<file path="config.mk">
export PLATFORM = sky130hd
export DESIGN_NAME = data_mem_ctrl
export DESIGN_NICKNAME = d
export VERILOG_FILES = /design/src/rtl/data_mem_ctrl.sv
export SDC_FILE = /design/constraint.sdc
export NUM_CORES = 1
export LEC_CHECK = 0
export BUFFER_PORTS_ARGS = -buffer_cell sky130_fd_sc_hd__buf_2
export CAP_MARGIN = 20
export CORE_MARGIN = 1.5
export CORE_UTILIZATION = 51
export DETAILED_ROUTE_END_ITERATION = 6
export PLACE_DENSITY = 0.82
export SETUP_SLACK_MARGIN = 0.4
export SLEW_MARGIN = 20
export SYNTH_ARGS = -nofsm -noshare
export SYNTH_HDL_FRONTEND = slang
export SYNTH_SLANG_ARGS = --single-unit
</file>
<file path="constraint.sdc">
create_clock -name clk -period 2 [get_ports clk]
set_clock_uncertainty 0.1 [all_clocks]
set_input_delay 0 -clock clk [delete_from_list [all_inputs] [get_ports clk]]
set_output_delay 0 -clock clk [all_outputs]
set_load 0.02 [all_outputs]
</file>
<file path="src/rtl/data_mem_ctrl.sv">
// Request-side sequencer for the register-file data memory: read, write and
// multi-cycle clear commands over valid/ready, one response per command.
module data_mem_ctrl #(
   parameter int DATA_W = 16,
   parameter int ADDR_W = 2
) (
   input  logic              clk,
   input  logic              reset,
   input  logic              req_valid,
   output logic              req_ready,
   input  logic [1:0]        req_op,
   input  logic [ADDR_W-1:0] req_addr,
   input  logic [DATA_W-1:0] req_wdata,
   output logic              rsp_valid,
   input  logic              rsp_ready,
   output logic [DATA_W-1:0] rsp_data,
   output logic              rsp_err,
   output logic              w_flag,
   output logic [ADDR_W-1:0] w_add,
   output logic [DATA_W-1:0] w_data,
   output logic [ADDR_W-1:0] r_add1,
   input  logic [DATA_W-1:0] r_data1,
   output logic              mem_update_flag
);
   localparam int DEPTH = 2**ADDR_W;

   typedef enum logic [2:0] {IDLE, WRITE, READ, CLEAR, RESP} state_t;

   state_t            state, state_nxt;
   logic [ADDR_W-1:0] addr_q, cnt, w_add_q;
   logic [DATA_W-1:0] wdata_q, w_data_q;
   logic              clr_last;

   assign clr_last = (cnt == ADDR_W'(DEPTH - 1));
   assign r_add1   = addr_q;
   assign w_add    = w_add_q;
   assign w_data   = w_data_q;

   always_ff @(posedge clk or posedge reset) begin
      if (reset) state <= IDLE;
      else       state <= state_nxt;
   end

   // w_flag is decoded from state so reset kills it without waiting for an edge.
   always_comb begin
      state_nxt       = state;
      req_ready       = 1'b0;
      rsp_valid       = 1'b0;
      w_flag          = 1'b0;
      mem_update_flag = 1'b0;
      case (state)
         IDLE: begin
            req_ready = 1'b1;
            if (req_valid) begin
               case (req_op)
                  2'b00:   state_nxt = READ;
                  2'b01:   state_nxt = WRITE;
                  2'b10:   state_nxt = CLEAR;
                  default: state_nxt = RESP;
               endcase
            end
         end
         WRITE: begin
            w_flag          = 1'b1;
            mem_update_flag = 1'b1;
            state_nxt       = RESP;
         end
         READ: state_nxt = RESP;
         CLEAR: begin
            w_flag = 1'b1;
            if (clr_last) begin
               mem_update_flag = 1'b1;
               state_nxt       = RESP;
            end
         end
         RESP: begin
            rsp_valid = 1'b1;
            if (rsp_ready) state_nxt = IDLE;
         end
         default: state_nxt = IDLE;
      endcase
   end

   always_ff @(posedge clk or posedge reset) begin
      if (reset) begin
         addr_q   <= '0;
         wdata_q  <= '0;
         cnt      <= '0;
         w_add_q  <= '0;
         w_data_q <= '0;
         rsp_data <= '0;
         rsp_err  <= 1'b0;
      end else begin
         case (state)
            IDLE: if (req_valid) begin
               addr_q  <= req_addr;
               wdata_q <= req_wdata;
               cnt     <= '0;
               rsp_err <= (req_op == 2'b11);
               case (req_op)
                  2'b01: begin
                     w_add_q  <= req_addr;
                     w_data_q <= req_wdata;
                  end
                  2'b10: begin
                     w_add_q  <= '0;
                     w_data_q <= '0;
                  end
                  2'b11:   rsp_data <= '0;
                  default: ;
               endcase
            end
            WRITE: rsp_data <= wdata_q;
            READ:  rsp_data <= r_data1;
            CLEAR: begin
               // counter wraps on the last step; the compare decides the exit
               cnt <= cnt + 1'b1;
               if (clr_last) rsp_data <= '0;
               else          w_add_q  <= cnt + 1'b1;
            end
            default: ;
         endcase
      end
   end
endmodule
</file>
==> flow_metrics.env, run 1 <==
export IMPL_worstSetupEndpoint="w_add[0]$_DFFE_PP0P_"
export IMPL_fin_crit_sh_pct=86.1
export IMPL_synthFlopType="dfrtp_1"
export IMPL_cts_tree="built"
export IMPL_relSlewSlack_pct=58.1
export IMPL_synth_compound_area_share_pct=8.64
export IMPL_syn_to_final_growth_pct=51.4
export IMPL_wl_per_cell_um=16.4
export IMPL_crit_required_ns=2.12
export IMPL_ys_warn_count=0
export IMPL_crit_type="register to register"
export IMPL_fp_dieH_um=75.1
export IMPL_setup_ws_ns=0.278
export IMPL_area_sequential_um2=1460
export IMPL_grt_max_degree=31
export IMPL_ys_ff_latch=58
export IMPL_synth_async_sr_flop_share_pct=100
export IMPL_die_x_um=75.1
export IMPL_antenna_cells=0
export IMPL_gp_congestion=0.903
export IMPL_drcViolationCount=0
export IMPL_grt_pass1_wl_um=9780
export IMPL_fin_util_pct=79.6
export IMPL_yosysSeqAreaShare_pct=54.8
export IMPL_cts_buffer_depth=2
export IMPL_synthesis_area_um2=2650
export IMPL_ff2ff_path_depth=3
export IMPL_synth_area_mux_share_pct=17.8
export IMPL_power_total_mw=5.41
export IMPL_vdd_ir_drop_max_mv=0.839
export IMPL_end_kind="register"
export IMPL_synth_simple_gate_area_share_pct=12.2
export IMPL_rows=26
export IMPL_cts_root_buf="clkbuf_8"
export IMPL_wl_met2_um=3480
export IMPL_fp_coreArea_um2=5040
export IMPL_vias=2122
export IMPL_grt_pass1_vias=2124
export IMPL_rsz0062_at_grt="yes"
export IMPL_rrSetupSlack_ns=0.28
export IMPL_crit_fanout=5
export IMPL_status="finished, final reports clean"
export IMPL_power_leakage_nw=2.04
export IMPL_cts_sinks=58
export IMPL_track_usage_pct=24.0
export IMPL_synth_fa_ha_area_share_pct=2.36
export IMPL_cap_violations=0
export IMPL_drt_pass1_iterations=4
export IMPL_hold_class="input port to register"
export IMPL_dpl_hpwl_um=3980
export IMPL_tns_ns=0
export IMPL_clkSlewWorstSetupHoldPaths_ns=0.06
export IMPL_worst_pin_slew_ns=0.627
export IMPL_start_kind="register"
export IMPL_layout_common_cells="buf_2, dfrtp_1, dlygate4sd3_1"
export IMPL_antenna_found_initial=0
export IMPL_synth_top_family_by_area="multiplexers"
export IMPL_htree_levels=3
export IMPL_reg2reg_to="w_add[0]$_DFFE_PP0P_"
export IMPL_numCtsBuffers=9
export IMPL_syn_avg_cell_area_um2=13.5
export IMPL_fin_nets=389
export IMPL_period_needed_ns=1.72
export IMPL_maxUsedRoutingLayer="met4"
export IMPL_drt_iter0_drc=75
export IMPL_multiInputGateArea_um2=1220
export IMPL_final_max_slew_violation_count=0
export IMPL_final_common_cell="buf_2"
export IMPL_final_antenna_net_count=0
export IMPL_portBuffers=80
export IMPL_dp_slack_ns=0.0537
export IMPL_die_area_um2=5630
export IMPL_hold_viol=0
export IMPL_synth_cells=196
export IMPL_synth_edf_count=0
export IMPL_startpoint="state[0]$_DFFE_PP0P_"
export IMPL_via_per_inst=5.08
export IMPL_met1Wirelength_um=2920
export IMPL_grt_overflow_total=0
export IMPL_critPathArrivalTime_ns=1.84
export IMPL_power_density_nw_per_um2=1350
export IMPL_r2r_start="state[0]$_DFFE_PP0P_"
export IMPL_start_util_pct=52.5
export IMPL_ios=81
export IMPL_dr_wl_met3_um=331
export IMPL_synth_cell_types=29
export IMPL_synth_xor_area_share_pct=0
export IMPL_wirelength_um=6840
export IMPL_syn_nets=241
export IMPL_setup_violations=0
export IMPL_fillers=294
export IMPL_drive_gt1_share_pct=50.6
export IMPL_fmax_ghz=0.581
export IMPL_clkLatencyLatePin_ns=0.33
## per-layer routing
layer / vias to the layer above / global-route usage, %
met1: 1049 / 28.7
met2: 69 / 40.8
met3: 12 / 7.10
li1: 992 / -
met4: 0 / 9.49
met5: - / 0
## repair_timing
| item | CTS | global route |
|---|---|---|
| hold buffers | 37 | 0 |
| buffers inserted | 9 | 11 |
| resized for setup | 9 | 23 |
| hold endpoints to repair | 81 | 0 |
| pin swaps | 2 | 7 |
| endpoints found under the setup margin | 55 | 58 |
| cloned | 1 | 2 |
## registers in the layout, indices dropped and copies added, names as in the netlist
register,cells
rsp_data,16
w_data,16
wdata_q,16
state,3
cnt,2
r_add1,2
w_add,2
rsp_err,1
## power by group
group	internal (mW)	switching, mW	total (mW)
sequential	1.71	0.328	2.04
combinational	1.31	1.20	2.51
clock	0.433	0.433	0.867
total	3.45	1.96	5.41
## cell usage after synthesis, types with 2 or more instances
library cell  count  area share [%]
ha_1              5             2.4
buf_6             4             1.7
dfrtp_1          58              55
nand3b_1          3            0.85
a21oi_1           2            0.38
mux2i_1           2            0.76
nor2_1            3            0.43
buf_2             3            0.57
inv_1             9             1.3
o21ai_0           3            0.57
clkbuf_1          3            0.43
mux2_4            9             5.1
and2_1           16             3.8
a221o_1          16             6.0
mux2_2           28              12
nand2b_1          3            0.71
nand2_1           2            0.28
nor2b_1          16             3.8
## cells by family (layout without fill, tap and decap cells)
family / Yosys count / count (layout)
buffers and inverters: 20 / 170
and+or+nand+nor: 49 / 51
AOI/OAI and AO/OA: 25 / 25
muxes: 39 / 39
DFF: 58 / 58
adders and majority gates: 5 / 5
## per-stage QoR
| stage | hold WS [ns] | cell area, um^2 | std cells |
|---|---|---|---|
| 2_1_floorplan | 0.00731 | 2710 | 196 |
| 3_3_place_gp | 0.00823 | 3180 | 343 |
| 3_5_place_dp | 0.0131 | 3180 | 343 |
| 4_1_cts | 0.0395 | 3800 | 405 |
| 5_1_grt | 0.0805 | 4010 | 418 |
| 6_report | 0.0491 | 4010 | 418 |
## how the worst min path moves through the flow
| stage | start | endpoint | cells after the start |
|---|---|---|---|
| 6_report | req_op[1] | rsp_err$_DFFE_PP0P_ | 3 |
| 3_3_place_gp | reset | w_data[4]$_DFFE_PP0P_ | 2 |
| 3_5_place_dp | reset | w_data[4]$_DFFE_PP0P_ | 2 |
| 2_1_floorplan | rsp_ready | state[2]$_DFFE_PP0P_ | 1 |
| 4_1_cts | req_op[1] | rsp_err$_DFFE_PP0P_ | 3 |
| 5_1_grt | req_op[1] | rsp_err$_DFFE_PP0P_ | 3 |
## critical path, stage by stage (launching register included)
cell	delay, ns
dfrtp_2	0.46
or4b_4	0.55
o22ai_4	0.15
mux2_2	0.35
## layout make-up
class / count / share of cell area [%]
sequential: 58 / 36.3
multi-input combinational: 120 / 30.5
timing repair buffer: 146 / 26.4
clock buffer: 11 / 3.28
tap: 70 / 2.18
inverter: 9 / 0.842
clock inverter: 4 / 0.499
No activity file was read; power rests on OpenSTA's default activity.
==> run 2, diff against run 1 <==
--- a/config.mk
+++ b/config.mk
@@ -7,8 +7,8 @@
 export LEC_CHECK = 0
 export BUFFER_PORTS_ARGS = -buffer_cell sky130_fd_sc_hd__buf_2
 export CAP_MARGIN = 20
-export CORE_MARGIN = 1.5
 export CORE_UTILIZATION = 51
+export CTS_CLUSTER_SIZE = 8
 export DETAILED_ROUTE_END_ITERATION = 6
 export PLACE_DENSITY = 0.82
 export SETUP_SLACK_MARGIN = 0.4
==> flow_metrics.env, run 2 (synthesized netlist as in run 1, its figures left out) <==
export IMPL_status="finished, final reports clean"
export IMPL_vias=2153
export IMPL_portBuffers=80
export IMPL_fin_util_pct=81.2
export IMPL_vdd_ir_drop_max_mv=0.833
export IMPL_hold_viol=0
export IMPL_drt_iter0_drc=66
export IMPL_final_max_slew_violation_count=0
export IMPL_area_sequential_um2=1460
export IMPL_cts_tree="built"
export IMPL_grt_max_degree=31
export IMPL_ff2ff_path_depth=3
export IMPL_numCtsBuffers=9
export IMPL_dpl_hpwl_um=4130
export IMPL_tns_ns=0
export IMPL_start_util_pct=54.6
export IMPL_wirelength_um=7230
export IMPL_fmax_ghz=0.574
export IMPL_layout_common_cells="buf_2, dfrtp_1, dlygate4sd3_1"
export IMPL_die_area_um2=5490
export IMPL_fin_hold_ws_ns=0.0558
export IMPL_crit_type="register to register"
export IMPL_grt_pass1_wl_um=10900
export IMPL_place_area_um2=3170
export IMPL_wl_per_cell_um=17.7
export IMPL_fin_crit_sh_pct=87.1
export IMPL_holdPathStages=3
export IMPL_setup_violations=0
export IMPL_rows=25
export IMPL_clkLatencyLatePin_ns=0.34
export IMPL_cts_buffer_depth=2
export IMPL_power_density_nw_per_um2=1390
export IMPL_relSlewSlack_pct=57.8
export IMPL_crit_fanout=6
export IMPL_power_leakage_nw=2.00
export IMPL_fin_nets=382
export IMPL_cts_sinks=58
export IMPL_fillers=288
export IMPL_hold_class="input port to register"
export IMPL_antenna_found_initial=0
export IMPL_antenna_cells=0
export IMPL_die_x_um=74.1
export IMPL_cap_violations=0
export IMPL_crit_required_ns=2.12
export IMPL_grt_overflow_total=0
export IMPL_fp_coreArea_um2=4850
export IMPL_finish_instance_area_um2=3940
export IMPL_track_usage_pct=27.9
export IMPL_end_kind="register"
export IMPL_via_per_inst=5.26
export IMPL_gp_congestion=0.786
export IMPL_final_common_cell="buf_2"
export IMPL_drive_gt1_share_pct=48.8
export IMPL_multiInputGateArea_um2=1170
export IMPL_drcViolationCount=0
export IMPL_drt_pass1_iterations=4
export IMPL_worst_pin_slew_ns=0.632
export IMPL_syn_to_final_growth_pct=48.6
export IMPL_cts_root_buf="clkbuf_8"
export IMPL_grt_pass1_vias=2283
export IMPL_final_antenna_net_count=0
export IMPL_critPathArrivalTime_ns=1.86
export IMPL_ios=81
export IMPL_clkSlewWorstSetupHoldPaths_ns=0.06
export IMPL_htree_levels=3
export IMPL_fp_dieH_um=74.1
export IMPL_period_needed_ns=1.74
export IMPL_rsz0062_at_grt="yes"
export IMPL_start_kind="register"
-- run 2: cell count changes in the layout (fill, tap and decap cells not counted), sizes merged --
cell	previous run	this run
clkbuf	11	14
nand2	5	3
clkinv	4	2
buf	109	104
-- run 2: metrics by stage --
step	setup WS [ns]	std cells	power, mW
final	0.259	409	5.45
after global routing	0.228	409	5.72
after CTS	0.287	405	5.35
after detailed placement	0.171	340	4.13
after global placement	0.219	340	4.05
after floorplan	0.175	196	3.50
-- run 2: report_power, final --
| part | total [mW] | switching, mW | internal, mW |
|---|---|---|---|
| Clock | 0.993 | 0.445 | 0.548 |
| Sequential | 2.05 | 0.339 | 1.71 |
| Combinational | 2.41 | 1.18 | 1.22 |
-- run 2: layout make-up --
| type | instances | area share [%] |
|---|---|---|
| Clock buffer | 14 | 4.39 |
| Clock inverter | 2 | 0.254 |
| Inverter | 9 | 0.859 |
| Multi-Input combinational cell | 118 | 29.8 |
| Sequential cell | 58 | 37.0 |
| Tap cell | 67 | 2.13 |
| Timing Repair Buffer | 141 | 25.6 |
-- run 2: path summary, 6_finish.rpt --
check                                       startpoint                 endpoint  slack, ns
min in group asynchronous                        reset  wdata_q[13]$_DFFE_PP0P_       0.18
worst max register to register    state[0]$_DFFE_PP0P_     w_add[0]$_DFFE_PP0P_       0.26
worst max-delay path              state[0]$_DFFE_PP0P_     w_add[0]$_DFFE_PP0P_       0.26
max in group asynchronous                        reset   wdata_q[6]$_DFFE_PP0P_       1.03
worst min-delay path                         req_op[1]      rsp_err$_DFFE_PP0P_       0.06
worst min register to register  wdata_q[8]$_DFFE_PP0P_  rsp_data[8]$_DFFE_PP0P_       0.40
-- run 2: critical path, stage by stage (launching register included) --
cell	delay [ns]
dfrtp_2	0.46
or4b_4	0.57
o22ai_4	0.18
mux2_4	0.32
-- run 2: routing by layer --
layer	part of all wire [%]	wire length, um	track usage (%)	up-vias
met5	0	0	0	-
met1	42	3030	33.8	1076
met3	5.8	420	9.21	8
li1	-	-	-	977
met2	51	3710	46.6	92
met4	0.97	70	10.3	0
-- run 2: repair_timing --
item	4_1_cts	5_1_grt
endpoints found under the setup margin	56	57
resized for setup	16	6
hold buffers	37	0
gates cloned	2	0
setup buffers	10	4
endpoints found under the hold margin	81	0
pin swaps	3	12
==> run 3, diff against run 2 <==
--- a/config.mk
+++ b/config.mk
@@ -10,7 +10,7 @@
 export CORE_UTILIZATION = 51
 export CTS_CLUSTER_SIZE = 8
 export DETAILED_ROUTE_END_ITERATION = 6
-export PLACE_DENSITY = 0.82
+export PLACE_DENSITY = 0.79
 export SETUP_SLACK_MARGIN = 0.4
 export SLEW_MARGIN = 20
 export SYNTH_ARGS = -nofsm -noshare
==> flow_metrics.env, run 3 (synthesized netlist as in run 1, its figures left out) <==
export IMPL_worst_pin_slew_ns=0.496
export IMPL_grt_pass1_wl_um=10900
export IMPL_period_needed_ns=1.73
export IMPL_via_per_inst=5.17
export IMPL_fin_crit_sh_pct=86.6
export IMPL_gp_congestion=0.871
export IMPL_htree_levels=3
export IMPL_setup_ws_ns=0.267
export IMPL_cts_sinks=58
export IMPL_drt_pass1_iterations=4
export IMPL_antenna_found_initial=0
export IMPL_ios=81
export IMPL_start_util_pct=54.6
export IMPL_rrSetupSlack_ns=0.27
export IMPL_reg2reg_to="w_data[2]$_DFFE_PP0P_"
export IMPL_ff2ff_path_depth=6
export IMPL_wl_met2_um=3460
export IMPL_fp_dieH_um=74.1
export IMPL_die_x_um=74.1
export IMPL_dpl_hpwl_um=4080
export IMPL_wirelength_um=7000
export IMPL_relSlewSlack_pct=66.9
export IMPL_layout_common_cells="buf_2, dfrtp_1, dlygate4sd3_1"
export IMPL_power_leakage_nw=2.03
export IMPL_cap_violations=0
export IMPL_status="finished, final reports clean"
export IMPL_fillers=263
export IMPL_dr_wl_met3_um=318
export IMPL_start_kind="register"
export IMPL_final_max_slew_violation_count=0
export IMPL_finish_instance_area_um2=3990
export IMPL_antenna_cells=0
export IMPL_drcViolationCount=0
export IMPL_die_area_um2=5490
export IMPL_holdPathStages=3
export IMPL_clkSlewWorstSetupHoldPaths_ns=0.06
export IMPL_crit_required_ns=2.12
export IMPL_max_stage_delay_ns=0.44
export IMPL_setup_violations=0
export IMPL_grt_overflow_total=0
export IMPL_dp_slack_ns=0.0197
export IMPL_track_usage_pct=27.8
export IMPL_final_common_cell="buf_2"
export IMPL_met1Wirelength_um=2960
export IMPL_area_sequential_um2=1460
export IMPL_fp_coreArea_um2=4850
export IMPL_portBuffers=80
export IMPL_end_kind="register"
export IMPL_maxUsedRoutingLayer="met4"
export IMPL_grt_pass1_vias=2317
export IMPL_fin_nets=387
export IMPL_critPathArrivalTime_ns=1.85
export IMPL_wl_per_cell_um=16.9
export IMPL_grt_max_degree=37
export IMPL_vdd_ir_drop_max_mv=0.916
export IMPL_tns_ns=0
export IMPL_power_density_nw_per_um2=1380
export IMPL_crit_type="register to register"
export IMPL_clkLatencyLatePin_ns=0.33
export IMPL_slowest_stage="dfrtp_2"
export IMPL_hold_class="input port to register"
export IMPL_rows=25
export IMPL_crit_fanout=11
export IMPL_hold_viol=0
export IMPL_place_area_um2=3180
export IMPL_fin_hold_ws_ns=0.0825
export IMPL_final_antenna_net_count=0
export IMPL_multiInputGateArea_um2=1160
export IMPL_drive_gt1_share_pct=49.3
export IMPL_r2r_start="state[2]$_DFFE_PP0P_"
export IMPL_syn_to_final_growth_pct=50.5
export IMPL_cts_tree="built"
export IMPL_cts_root_buf="clkbuf_8"
export IMPL_drt_iter0_drc=77
export IMPL_fmax_ghz=0.577
export IMPL_vias=2140
export IMPL_rsz0062_at_grt="yes"
export IMPL_hp_start="req_op[1]"
export IMPL_path_cells="buf_6 -> nor4b_4 -> buf_4 -> nand2_4 -> buf_12 -> mux2_4"
export IMPL_cts_buffer_depth=2
export IMPL_min_to="rsp_err$_DFFE_PP0P_"
export IMPL_numCtsBuffers=9
run 3: per-stage QoR:
| step | std cells | power, mW | util (%) |
|---|---|---|---|
| 4_1_cts | 412 | 5.42 | 81.4 |
| 5_1_grt | 414 | 5.78 | 82.2 |
| 6_report | 414 | 5.52 | 82.2 |
| 3_5_place_dp | 341 | 4.14 | 65.6 |
| 3_3_place_gp | 341 | 4.05 | 65.6 |
| 2_1_floorplan | 196 | 3.50 | - |
run 3: worst max-delay path: cells and delay by family (launching register included):
family | cells | cell delay [ns]
buffers and inverters | 3 | 0.46
DFF | 1 | 0.44
and+or+nand+nor | 2 | 0.31
muxes | 1 | 0.30
run 3: worst max-delay path by stage:
stage,slack [ns],cells after the start,startpoint,to
5_1_grt,0.23,6,state[0]$_DFFE_PP0P_,w_data[2]$_DFFE_PP0P_
3_3_place_gp,0.1,3,state[0]$_DFFE_PP0P_,rsp_data[3]$_DFFE_PP0P_
3_5_place_dp,0.02,3,state[0]$_DFFE_PP0P_,rsp_data[13]$_DFFE_PP0P_
2_1_floorplan,0.18,5,state[2]$_DFFE_PP0P_,w_add[0]$_DFFE_PP0P_
4_1_cts,0.29,3,state[0]$_DFFE_PP0P_,w_add[1]$_DFFE_PP0P_
6_report,0.27,6,state[2]$_DFFE_PP0P_,w_data[2]$_DFFE_PP0P_
run 3: area by class of cell:
cell class                 count  area share, %
clock buffer                  15           4.42
clock inverter                 1          0.188
inverter                       9          0.847
multi-input combinational    118           29.0
sequential                    58           36.5
tap                           67           2.10
timing repair buffer         146           26.9
run 3: report_power, final:
group          internal (mW)  switching (mW)
logic                   1.29            1.19
clock network          0.553           0.453
registers               1.71           0.318
run 3: metal layers:
| metal | vias up | global-route usage [%] |
|---|---|---|
| met5 | - | 0 |
| met4 | 0 | 18.2 |
| met1 | 1039 | 32.2 |
| met3 | 25 | 6.64 |
| met2 | 92 | 46.3 |
| li1 | 984 | - |
run 3: timing repair:
action	CTS	global route
resized for setup	13	10
gates cloned	1	0
buffers inserted	17	2
hold endpoints to repair	74	0
hold buffers	37	0
pin swaps	5	8
endpoints found under the setup margin	55	59
